==> config.mk <==
export PLATFORM = sky130hd
export DESIGN_NAME = tl_multi_watchdog
export DESIGN_NICKNAME = d
export VERILOG_FILES = /design/src/rtl/tl_wdt_pkg.sv /design/src/rtl/tl_wdt_channel.sv /design/src/rtl/tl_multi_watchdog.sv
export SDC_FILE = /design/constraint.sdc
export NUM_CORES = 1
export LEC_CHECK = 0
export ABC_CLOCK_PERIOD_IN_PS = 3500
export CORE_MARGIN = 2
export CORE_UTILIZATION = 40
export CTS_BUF_LIST = sky130_fd_sc_hd__clkbuf_8
export DETAILED_ROUTE_END_ITERATION = 10
export GPL_TIMING_DRIVEN = 1
export PLACE_DENSITY = 0.58
export SLEW_MARGIN = 10
export SYNTH_ARGS = -nofsm -noshare
export SYNTH_HDL_FRONTEND = slang
export SYNTH_SLANG_ARGS = --single-unit
==> constraint.sdc <==
create_clock -name wdt_clock_i -period 3.5 [get_ports wdt_clock_i]
set_clock_uncertainty 0.1 [all_clocks]
set_input_delay 0.7 -clock wdt_clock_i [delete_from_list [all_inputs] [get_ports wdt_clock_i]]
set_output_delay 0.7 -clock wdt_clock_i [all_outputs]
set_load 0.03 [all_outputs]
==> src/rtl/tl_wdt_pkg.sv <==
// rtl/tl_wdt_pkg.sv - shared constants and types for the multi-channel TileLink watchdog
package tl_wdt_pkg;

    localparam int REG_W = 3;

    localparam logic [REG_W-1:0] REG_CTRL    = 3'd0;
    localparam logic [REG_W-1:0] REG_PET     = 3'd1;
    localparam logic [REG_W-1:0] REG_BARK_LD = 3'd2;
    localparam logic [REG_W-1:0] REG_BITE_LD = 3'd3;
    localparam logic [REG_W-1:0] REG_COUNT   = 3'd4;
    localparam logic [REG_W-1:0] REG_STATUS  = 3'd5;

    localparam logic [2:0] TL_PUT_FULL        = 3'd0;
    localparam logic [2:0] TL_PUT_PARTIAL     = 3'd1;
    localparam logic [2:0] TL_GET             = 3'd4;
    localparam logic [2:0] TL_ACCESS_ACK      = 3'd0;
    localparam logic [2:0] TL_ACCESS_ACK_DATA = 3'd1;

    typedef enum logic [1:0] {
        ST_DISABLED = 2'd0,
        ST_BARK     = 2'd1,
        ST_BITE     = 2'd2,
        ST_EXPIRED  = 2'd3
    } wdt_state_e;

    // Each channel owns a 32-byte window; at least one channel-index bit is always present.
    function automatic int addr_width(input int noc);
        return ($clog2(noc) + 5 < 6) ? 6 : $clog2(noc) + 5;
    endfunction

endpackage

==> src/rtl/tl_wdt_channel.sv <==
// rtl/tl_wdt_channel.sv - one two-stage (bark/bite) watchdog channel with its register bits
module tl_wdt_channel
    import tl_wdt_pkg::*;
#(
    parameter int CNT_W = 32
) (
    input  logic             clk,
    input  logic             rst_n,
    input  logic             wr_ctrl,
    input  logic             wr_pet,
    input  logic             wr_bark_ld,
    input  logic             wr_bite_ld,
    input  logic             wr_status,
    input  logic [31:0]      wdata,
    input  logic [REG_W-1:0] rd_reg,
    output logic [31:0]      rd_data,
    output logic             lock,
    output logic             irq,
    output logic             expired
);

    wdt_state_e       state;
    logic             en;
    logic             bark;
    logic [CNT_W-1:0] cnt;
    logic [CNT_W-1:0] bark_ld;
    logic [CNT_W-1:0] bite_ld;

    always_ff @(posedge clk or negedge rst_n) begin
        if (!rst_n) begin
            state   <= ST_DISABLED;
            en      <= 1'b0;
            lock    <= 1'b0;
            bark    <= 1'b0;
            cnt     <= '0;
            bark_ld <= '0;
            bite_ld <= '0;
        end else begin
            if (wr_ctrl) begin
                en   <= wdata[0];
                lock <= lock | wdata[1];
            end
            if (wr_bark_ld) bark_ld <= wdata[CNT_W-1:0];
            if (wr_bite_ld) bite_ld <= wdata[CNT_W-1:0];
            if (wr_status && wdata[0]) bark <= 1'b0;

            // A pet is checked before the zero test so it wins a same-cycle timeout.
            case (state)
                ST_DISABLED: begin
                    if (wr_ctrl && wdata[0]) begin
                        state <= ST_BARK;
                        cnt   <= bark_ld;
                    end
                end
                ST_BARK, ST_BITE: begin
                    if (wr_pet) begin
                        state <= ST_BARK;
                        cnt   <= bark_ld;
                        bark  <= 1'b0;
                    end else if (wr_ctrl && !wdata[0]) begin
                        state <= ST_DISABLED;
                    end else if (cnt != '0) begin
                        cnt <= cnt - 1'b1;
                    end else if (state == ST_BARK) begin
                        state <= ST_BITE;
                        cnt   <= bite_ld;
                        bark  <= 1'b1;
                    end else begin
                        state <= ST_EXPIRED;
                    end
                end
                default: ;
            endcase
        end
    end

    assign irq     = bark;
    assign expired = (state == ST_EXPIRED);

    always_comb begin
        rd_data = 32'h0;
        case (rd_reg)
            REG_CTRL:    rd_data = {30'h0, lock, en};
            REG_BARK_LD: rd_data = 32'(bark_ld);
            REG_BITE_LD: rd_data = 32'(bite_ld);
            REG_COUNT:   rd_data = 32'(cnt);
            REG_STATUS:  rd_data = {30'h0, expired, bark};
            default:     rd_data = 32'h0;
        endcase
    end

endmodule

==> src/rtl/tl_multi_watchdog.sv <==
// rtl/tl_multi_watchdog.sv - TileLink-UL slave wrapping NOC bark/bite watchdog channels
module tl_multi_watchdog
    import tl_wdt_pkg::*;
#(
    parameter int          TL_RS   = 4,
    parameter int          TL_SZ   = 4,
    parameter int          NOC     = 2,
    parameter int          CNT_W   = 32,
    parameter logic [31:0] PET_KEY = 32'h5A5A_C0DE,
    localparam int         AW      = addr_width(NOC)
) (
    input  logic             wdt_clock_i,
    input  logic             wdt_reset_ni,
    input  logic [2:0]       wdt_a_opcode,
    input  logic [2:0]       wdt_a_param,
    input  logic [TL_SZ-1:0] wdt_a_size,
    input  logic [TL_RS-1:0] wdt_a_source,
    input  logic [AW-1:0]    wdt_a_address,
    input  logic [3:0]       wdt_a_mask,
    input  logic [31:0]      wdt_a_data,
    input  logic             wdt_a_corrupt,
    input  logic             wdt_a_valid,
    output logic             wdt_a_ready,
    output logic [2:0]       wdt_d_opcode,
    output logic [1:0]       wdt_d_param,
    output logic [TL_SZ-1:0] wdt_d_size,
    output logic [TL_RS-1:0] wdt_d_source,
    output logic             wdt_d_denied,
    output logic [31:0]      wdt_d_data,
    output logic             wdt_d_corrupt,
    output logic             wdt_d_valid,
    input  logic             wdt_d_ready,
    output logic [NOC-1:0]   irq_o,
    output logic             crm_o
);

    localparam int CH_W = AW - 5;

    logic [CH_W-1:0]  ch_idx;
    logic [REG_W-1:0] reg_idx;
    logic [NOC-1:0]   ch_sel;
    logic [NOC-1:0]   lock_vec;
    logic [NOC-1:0]   exp_vec;
    logic [31:0]      rd_vec [NOC];
    logic [31:0]      rd_sel;
    logic             accept, is_get, is_put, ch_ok, lock_sel, lock_deny, pet_deny, denied, wr_ok;
    logic             unused_a;

    assign unused_a = ^{wdt_a_param, wdt_a_corrupt, wdt_a_address[1:0]};

    assign ch_idx  = wdt_a_address[AW-1:5];
    assign reg_idx = wdt_a_address[4:2];
    assign accept  = wdt_a_valid & wdt_a_ready;
    assign is_get  = (wdt_a_opcode == TL_GET);
    assign is_put  = (wdt_a_opcode == TL_PUT_FULL) | (wdt_a_opcode == TL_PUT_PARTIAL);

    assign ch_ok    = |ch_sel;
    assign lock_sel = |(lock_vec & ch_sel);
    // A locked CTRL may still be written as long as the lock bit stays set, so en can toggle.
    assign lock_deny = lock_sel & (((reg_idx == REG_CTRL) & ~wdt_a_data[1]) |
                                   (reg_idx == REG_BARK_LD) | (reg_idx == REG_BITE_LD));
    assign pet_deny  = (reg_idx == REG_PET) & (wdt_a_data != PET_KEY);
    assign denied    = ~(is_get | is_put) | ~ch_ok |
                       (is_put & ((wdt_a_mask != 4'hF) | lock_deny | pet_deny));
    assign wr_ok     = accept & is_put & ~denied;

    always_comb begin
        rd_sel = 32'h0;
        for (int i = 0; i < NOC; i++) begin
            if (ch_sel[i]) rd_sel = rd_vec[i];
        end
    end

    for (genvar i = 0; i < NOC; i++) begin : g_ch
        assign ch_sel[i] = (ch_idx == CH_W'(i));

        tl_wdt_channel #(.CNT_W(CNT_W)) u_ch (
            .clk        (wdt_clock_i),
            .rst_n      (wdt_reset_ni),
            .wr_ctrl    (wr_ok & ch_sel[i] & (reg_idx == REG_CTRL)),
            .wr_pet     (wr_ok & ch_sel[i] & (reg_idx == REG_PET)),
            .wr_bark_ld (wr_ok & ch_sel[i] & (reg_idx == REG_BARK_LD)),
            .wr_bite_ld (wr_ok & ch_sel[i] & (reg_idx == REG_BITE_LD)),
            .wr_status  (wr_ok & ch_sel[i] & (reg_idx == REG_STATUS)),
            .wdata      (wdt_a_data),
            .rd_reg     (reg_idx),
            .rd_data    (rd_vec[i]),
            .lock       (lock_vec[i]),
            .irq        (irq_o[i]),
            .expired    (exp_vec[i])
        );
    end

    always_ff @(posedge wdt_clock_i or negedge wdt_reset_ni) begin
        if (!wdt_reset_ni) begin
            wdt_d_valid  <= 1'b0;
            wdt_d_opcode <= 3'h0;
            wdt_d_size   <= '0;
            wdt_d_source <= '0;
            wdt_d_denied <= 1'b0;
            wdt_d_data   <= 32'h0;
            crm_o        <= 1'b0;
        end else begin
            crm_o <= |exp_vec;
            if (accept) begin
                wdt_d_valid  <= 1'b1;
                wdt_d_opcode <= is_get ? TL_ACCESS_ACK_DATA : TL_ACCESS_ACK;
                wdt_d_size   <= wdt_a_size;
                wdt_d_source <= wdt_a_source;
                wdt_d_denied <= denied;
                wdt_d_data   <= (is_get & ~denied) ? rd_sel : 32'h0;
            end else if (wdt_d_ready) begin
                wdt_d_valid <= 1'b0;
            end
        end
    end

    assign wdt_a_ready   = ~wdt_d_valid | wdt_d_ready;
    assign wdt_d_param   = 2'b00;
    assign wdt_d_corrupt = 1'b0;

endmodule

Yosys cells after proc, flatten, opt, wreduce, memory -nomap -nowiden. Cells that the tools add are included.

Bits in writable memories: 0. ROM bits: 0. Input bits: 61. Latch bits: 0. Memories kept: 0. Output and inout bits: 52. Bits in registers: 248.

Divide/modulo/power cells: 0. Bitwise operators: 36. Mux-type cells: 43. Add/subtract/negate cells: 2. Eq/ne operators: 23. $lt $le $gt $ge: 0. Reductions and logical operators: 24. Shift-type cells: 0. $mul: 0.

Operators with widths (count): 32-bit 2-to-1 mux (12); 32-bit one-hot mux with 5 select lines (2); 32-bit one-hot mux with 2 select lines (2); 32-bit nonzero test (2); 32-bit by 1-bit subtractor with 32-bit output, second input constant (2); 32-bit by 31-bit inequality test with 1-bit output, second input constant (1); 1-bit bitwise AND (20); 1-bit 2-to-1 mux (17); 2-bit 2-to-1 mux (8); 1-bit OR (10); 3-bit == test, second input constant (3); 2-bit == test, second input constant (4); 4-bit by 1-bit inequality test with 1-bit output, second input constant (2); 4-bit by 2-bit inequality test with 1-bit output, second input constant (2); 2-bit one-hot mux with 2 select lines (2); 4-bit AND reduction (2); 2-bit OR reduction (4); 3-bit by 1-bit == test with 1-bit output, second input constant (2); 3-bit by 2-bit == test with 1-bit output, second input constant (2); 1-bit logical AND (6); 3-bit logical NOT (2); 3-bit by 2-bit inequality test with 1-bit output, second input constant (2); 3-bit AND reduction (2); 2-bit nonzero test (3); other kinds (7) (14).

Depth between registers and ports, before layout. Gate-level depths: netlist of the first run.

Depth after elaboration: 20. Mapped depth: 11. Gate-level depth less buffers: 8.

By module. From an unflattened synthesis of the first run, not the netlist that was laid out.

Cell total of the unflattened synthesis: 1438. Area total of the unflattened synthesis: 13993.4 um^2.

By module, submodules not included: tl_wdt_channel (g_ch[0].u_ch) (area an instance 5871.9 um^2, instances 1, cells each 597); tl_wdt_channel (g_ch[1].u_ch) (area an instance 5860.6 um^2, instances 1, cells each 621); tl_multi_watchdog (area an instance 2260.9 um^2, instances 1, cells each 220).

Worst setup path after synthesis of the first run. No wires, ideal clock.

Kind: input-to-reg. Start: input port wdt_d_ready. End: register g_ch[1].u_ch.cnt[17]. Arrival: 2736 ps. Cell stages on the path: 8. Required time: 3275 ps. Path slack: 539 ps. Setup time: 125 ps. Buffers on the path: 2. Cell sequence: nand2b_1 > clkbuf_1 > nand4_1 > or3_1 > o22ai_2 > and2_1 > buf_2 > mux2_2.

Cells in the longest elaborated chain, start to end: 9. Elaborated cells between the ends (all ways): 15.

RTL lines: start: declaration (RTL line tl_multi_watchdog.sv:32) `input logic wdt_d_ready,`; 1-bit OR * (RTL line tl_multi_watchdog.sv:118) `assign wdt_a_ready = ~wdt_d_valid | wdt_d_ready;`; named net wdt_a_ready (RTL line tl_multi_watchdog.sv:23) `output logic wdt_a_ready,`; 1-bit bitwise AND * (RTL line tl_multi_watchdog.sv:53) `assign accept = wdt_a_valid & wdt_a_ready;`; 1-bit bitwise AND * (2 in a row) (RTL line tl_multi_watchdog.sv:65) `assign wr_ok = accept & is_put & ~denied;`; 1-bit bitwise AND * (RTL line tl_multi_watchdog.sv:80, tl_multi_watchdog.sv:81); 1-bit bitwise AND (RTL line tl_multi_watchdog.sv:80) `.wr_ctrl (wr_ok & ch_sel[i] & (reg_idx == REG_CTRL)),`; 1-bit logical AND, on equally long branches (RTL line tl_wdt_channel.sv:60, tl_wdt_channel.sv:50); 3-bit by 2-bit inequality test with 1-bit output (no line) / 2-bit by 1-bit inequality test with 1-bit output (equally long branches); 4-bit AND reduction (no line); end signal: assignment (RTL line tl_wdt_channel.sv:58) `cnt <= bark_ld;`; end signal: assignment (RTL line tl_wdt_channel.sv:63) `cnt <= cnt - 1'b1;`; end signal: assignment (RTL line tl_wdt_channel.sv:66) `cnt <= bite_ld;`; end: declaration (RTL line tl_wdt_channel.sv:25) `logic [CNT_W-1:0] cnt;`.

The timed path passes the listed nets; every way through them passes the cells marked *. A chain may end at the register's enable or synchronous reset.

Worst setup path in the final report of the first run.
Start: register g_ch[0].u_ch.cnt[6]. End: register g_ch[0].u_ch.cnt[23].

Cells in the longest elaborated chain, start to end: 5. Elaborated cells between the ends (all ways): 8.

RTL lines: start: declaration (RTL line tl_wdt_channel.sv:25); start signal: assignment (RTL line tl_wdt_channel.sv:52) `cnt <= bark_ld;`; start signal: assignment (RTL line tl_wdt_channel.sv:58); start signal: assignment (RTL line tl_wdt_channel.sv:63); 32-bit by 1-bit subtractor with 32-bit output / 32-bit nonzero test (equally long branches) (RTL line tl_wdt_channel.sv:63, tl_wdt_channel.sv:62); 32-bit 2-to-1 mux (RTL line tl_wdt_channel.sv:62) `end else if (cnt != '0) begin`; 32-bit 2-to-1 mux (RTL line tl_wdt_channel.sv:60) `end else if (wr_ctrl && !wdata[0]) begin`; 32-bit 2-to-1 mux (RTL line tl_wdt_channel.sv:56) `if (wr_pet) begin`; 32-bit one-hot mux with 2 select lines (RTL line tl_wdt_channel.sv:48) `case (state)`.

Parallel ways exist; a longest one is shown, timed or not. The select of a mux whose other input is x is not followed.

==> impl_metrics.yaml, run 1 <==
grt:
  grt_pass1_vias: 12134
  grt_use_total_pct: 26.4
  grt_antenna_before_repair: 2
  globalRouteMet1Util_pct: 37.1
  groute.layer.met3.usage_pct: 4.22
  grt.met2_usage_pct: 42.6
  first_pass_grt_wire_length_um: 73900
  grt-busiest-layer: "met2"
  gr-total-overflow: 0
  pin_count_of_the_biggest_net_entering_global_routing: 83
routing:
  detailed_routing_iteration_count_for_the_pre_antenna_repair_pass: 7
  routed_wirelength_um: 48100
  detail_route.wl_per_cell_um: 23.3
  antenna_violating_nets_left: 0
  drt-vias-per-instance: 5.95
  num_vias: 12279
  drc_violation_count_after_routing: 0
  drt_first_iter_violations: 1153
clock_network:
  cts_root_buf: "clkbuf_8"
  holdBufCountCts: 0
  insertion_delay_ps: 590
  cts_max_path_buffers: 3
  cts_sinks: 246
  cts-buffers-inserted: 45
  cts_h_tree_depth: 2
  cts_tree: "done"
  cts.repair_timing.setup_buffer_count: 0
  cts_resized: 0
  clk_pin_slew_worst_paths_ps: 50
yosys:
  muxShareOfSynthArea_pct: 13.5
  yosysUniqueCellTypes: 80
  postSynthAreaPerCell_um2: 10.1
  synth_seq_cells: 246
  synth_simple_gate_area_share_pct: 15.6
  synth_edf_count: 0
  async_flop_share_pct: 100
  synth_top_area_share_pct: 43.5
  synth_top_family_by_area: "compound AO/OA/AOI/OAI gates"
  yosys.area.top_type: "dfrtp_1"
  ys_seq_area_share_pct: 43.5
  synthCells: 1403
  synth.yosys.warnings: 0
  synth_compound_area_share_pct: 19.0
  post_synth_xor_area_fraction_pct: 2.48
  most_instantiated_flip_flop_cell_in_the_synthesis_netlist: "dfrtp_1"
  netlist_area_before_placement_um2: 14100
  yosys-top-cells-area: "dfrtp_1, mux2_2, a22oi_1"
  synthAdderAreaFrac_pct: 1.24
critical_path:
  worstSetupStartpointType: "flip-flop"
  kind_of_critical_path: "reg2reg"
  path_delay_family: "simple AND/OR/NAND/NOR gates"
  timing.critical_path.cells: "or4_4, or3_1, nor4_4, o32a_2, nor2_1, buf_4, buf_4, o22a_1"
  critical_path_arrival_ps: 3390
  crit_path_max_incr_delay_ps: 590
  cpMostUsedCell: "buf_4"
  timing.critical_path.fanout_max: 9
  crit_required_ps: 3870
  cpMaxStageDelayCell: "or4_4"
  timing.critical_path.buf_inv: 2
  critical_path.endpoint_type: "flip-flop"
placement:
  place_hpwl_um: 34000
  numPlacedInstances: 1986
  place.gp.congestion: 0.936
  port_buffers: 101
pwr:
  ir_drop_v: 0.000403
  p_leak_nw: 7.68
  p_per_area_nw_per_um2: 567
sta:
  layout_min_cycle_time_ps: 3020
  unrepaired_setup_endpoints_after_global_routing: "no"
  post-route-period-util_pct: 86.2
  achievable-frequency_mhz: 332
  max_slew.worst_pin.slew_ps: 754
  setup_viol: 0
  slew_headroom_pct: 49.8
  hold_viol_final: 0
  timing.final.max_slew_violations: 0
  hold_slack_ps: 11.2
floorplan:
  die_y_um: 192
  fp.dieArea_um2: 36900
  core-area_um2: 34700
  placementRows: 68
  starting_density_of_the_core_pct: 40.7
  boundaryPins: 113
  die_w_um: 192
cells_and_area:
  final_net_count: 1653
  antenna_cells_inserted: 0
  drive_above_1_share_pct: 24.9
  stdcell_count: 2062
  post_synthesis_to_final_layout_area_growth_pct: 22.7
hold_path:
  min-delay-path-class: "in2async"
run:
  maxCapViolCount: 0
status:
  run_status: "finished clean"
==> stage by stage <==
stage                     setup TNS (ps)  area (um2)  power (W)  util, %  setup slack (ps)
after floorplan                        0       14200    0.00576        -               539
after detailed placement           -1260       16500    0.00717     47.5             -33.0
after global routing                   0       17300     0.0104     50.0               367
after CTS                              0       17300    0.00987     50.0               471
after global placement             -13.9       16500    0.00710     47.5             -2.27
final                                  0       17300    0.00984     50.0               485
==> area by class of cell <==
type,count,area [um2]
inverters,16,60.1
well taps,455,569
fillers,3207,17400
multi-input cells,1027,7360
clock inverters,20,93.8
repair buffers,242,2330
clock buffers,56,771
flip-flops and latches,246,6160
==> cell usage after synthesis, drive strengths merged, types with 11 or more instances <==
master	instances
o21ai	71
nand2	130
nand2b	14
or3	13
nor3	33
ha	14
o31a	14
dfrtp	246
mux2i	18
a21oi	73
clkbuf	67
a22oi	67
o31ai	12
a32o	31
buf	49
o211ai	26
or4	11
nor2	72
mux2	153
nor4	36
xnor2	15
xor2	25
nand3	45
inv	16
a31oi	36
nand4	17
==> placed cells by master (no fill, tap or decap), types with 15 or more instances in the layout <==
master,synthesis,routed
o21ai_0,58,58
a22oi_1,67,67
nor4_1,26,26
mux2i_1,18,18
nor2_1,72,70
nand3_1,44,44
nand2_1,128,127
mux2_2,153,153
buf_12,0,21
a21oi_1,73,73
nor3_1,30,30
nand4_1,16,16
a31oi_1,36,36
buf_4,11,120
xor2_1,25,25
inv_1,16,29
clkdlybuf4s50_1,0,99
o211ai_1,26,26
a32o_1,31,31
xnor2_1,15,15
dfrtp_1,246,246
clkbuf_8,2,56
==> final timing paths <==
check / to / slack (ps) / depth (start not counted) / start
max: g_ch[0].u_ch.cnt[23] / 480 / 8 / g_ch[0].u_ch.cnt[6]
min: g_ch[0].u_ch.bite_ld[5] / 10 / 1 / wdt_reset_ni
max reg2reg: g_ch[0].u_ch.cnt[23] / 480 / 8 / g_ch[0].u_ch.cnt[6]
min reg2reg: wdt_d_data[1] / 370 / 2 / wdt_d_data[1]
max in group asynchronous: g_ch[1].u_ch.bark_ld[8] / 2280 / 2 / wdt_reset_ni
min in group wdt_clock_i: wdt_d_data[1] / 370 / 2 / wdt_d_data[1]
==> flip-flops by register name, indices dropped and copies added, names as in the netlist, 2 cells and up <==
register           cells
g_ch.u_ch.irq          2
g_ch.u_ch.lock         2
wdt_d_data            32
g_ch.u_ch.bark_ld     64
g_ch.u_ch.state        4
g_ch.u_ch.cnt         64
g_ch.u_ch.en           2
g_ch.u_ch.bite_ld     64
wdt_d_source           4
wdt_d_size             4
==> power breakdown <==
group          switching, W  leakage (nW)  total [W]  internal, W
Clock               0.00124         0.497    0.00268      0.00143
Combinational       0.00183          3.92    0.00342      0.00158
Sequential         0.000542          3.26    0.00375      0.00320
==> kinds of logic (layout without fill, tap and decap cells) <==
family / Yosys count / after routing
AND/OR/NAND/NOR: 410 / 410
flip-flops: 246 / 246
adder cells (fa/ha/maj): 14 / 14
XOR/XNOR: 40 / 40
AO/OA/AOI/OAI: 387 / 387
multiplexers: 171 / 171
other: 1 / 5
buffers and inverters: 134 / 334
==> layer usage <==
layer,vias to the layer above,wire (um)
li1,5645,-
met5,-,0
met4,0,808
met2,393,22700
met3,59,2840
met1,6182,21700
(Power assumes the default switching activity.)
==> inputs of run 2 (changes only) <==
--- a/config.mk
+++ b/config.mk
@@ -6,6 +6,7 @@
 export NUM_CORES = 1
 export LEC_CHECK = 0
 export ABC_CLOCK_PERIOD_IN_PS = 3500
+export CAP_MARGIN = 20
 export CORE_MARGIN = 2
 export CORE_UTILIZATION = 40
 export CTS_BUF_LIST = sky130_fd_sc_hd__clkbuf_8
==> results of run 2 <==
No change in the layout: final DEF, timing and power equal those of run 1.
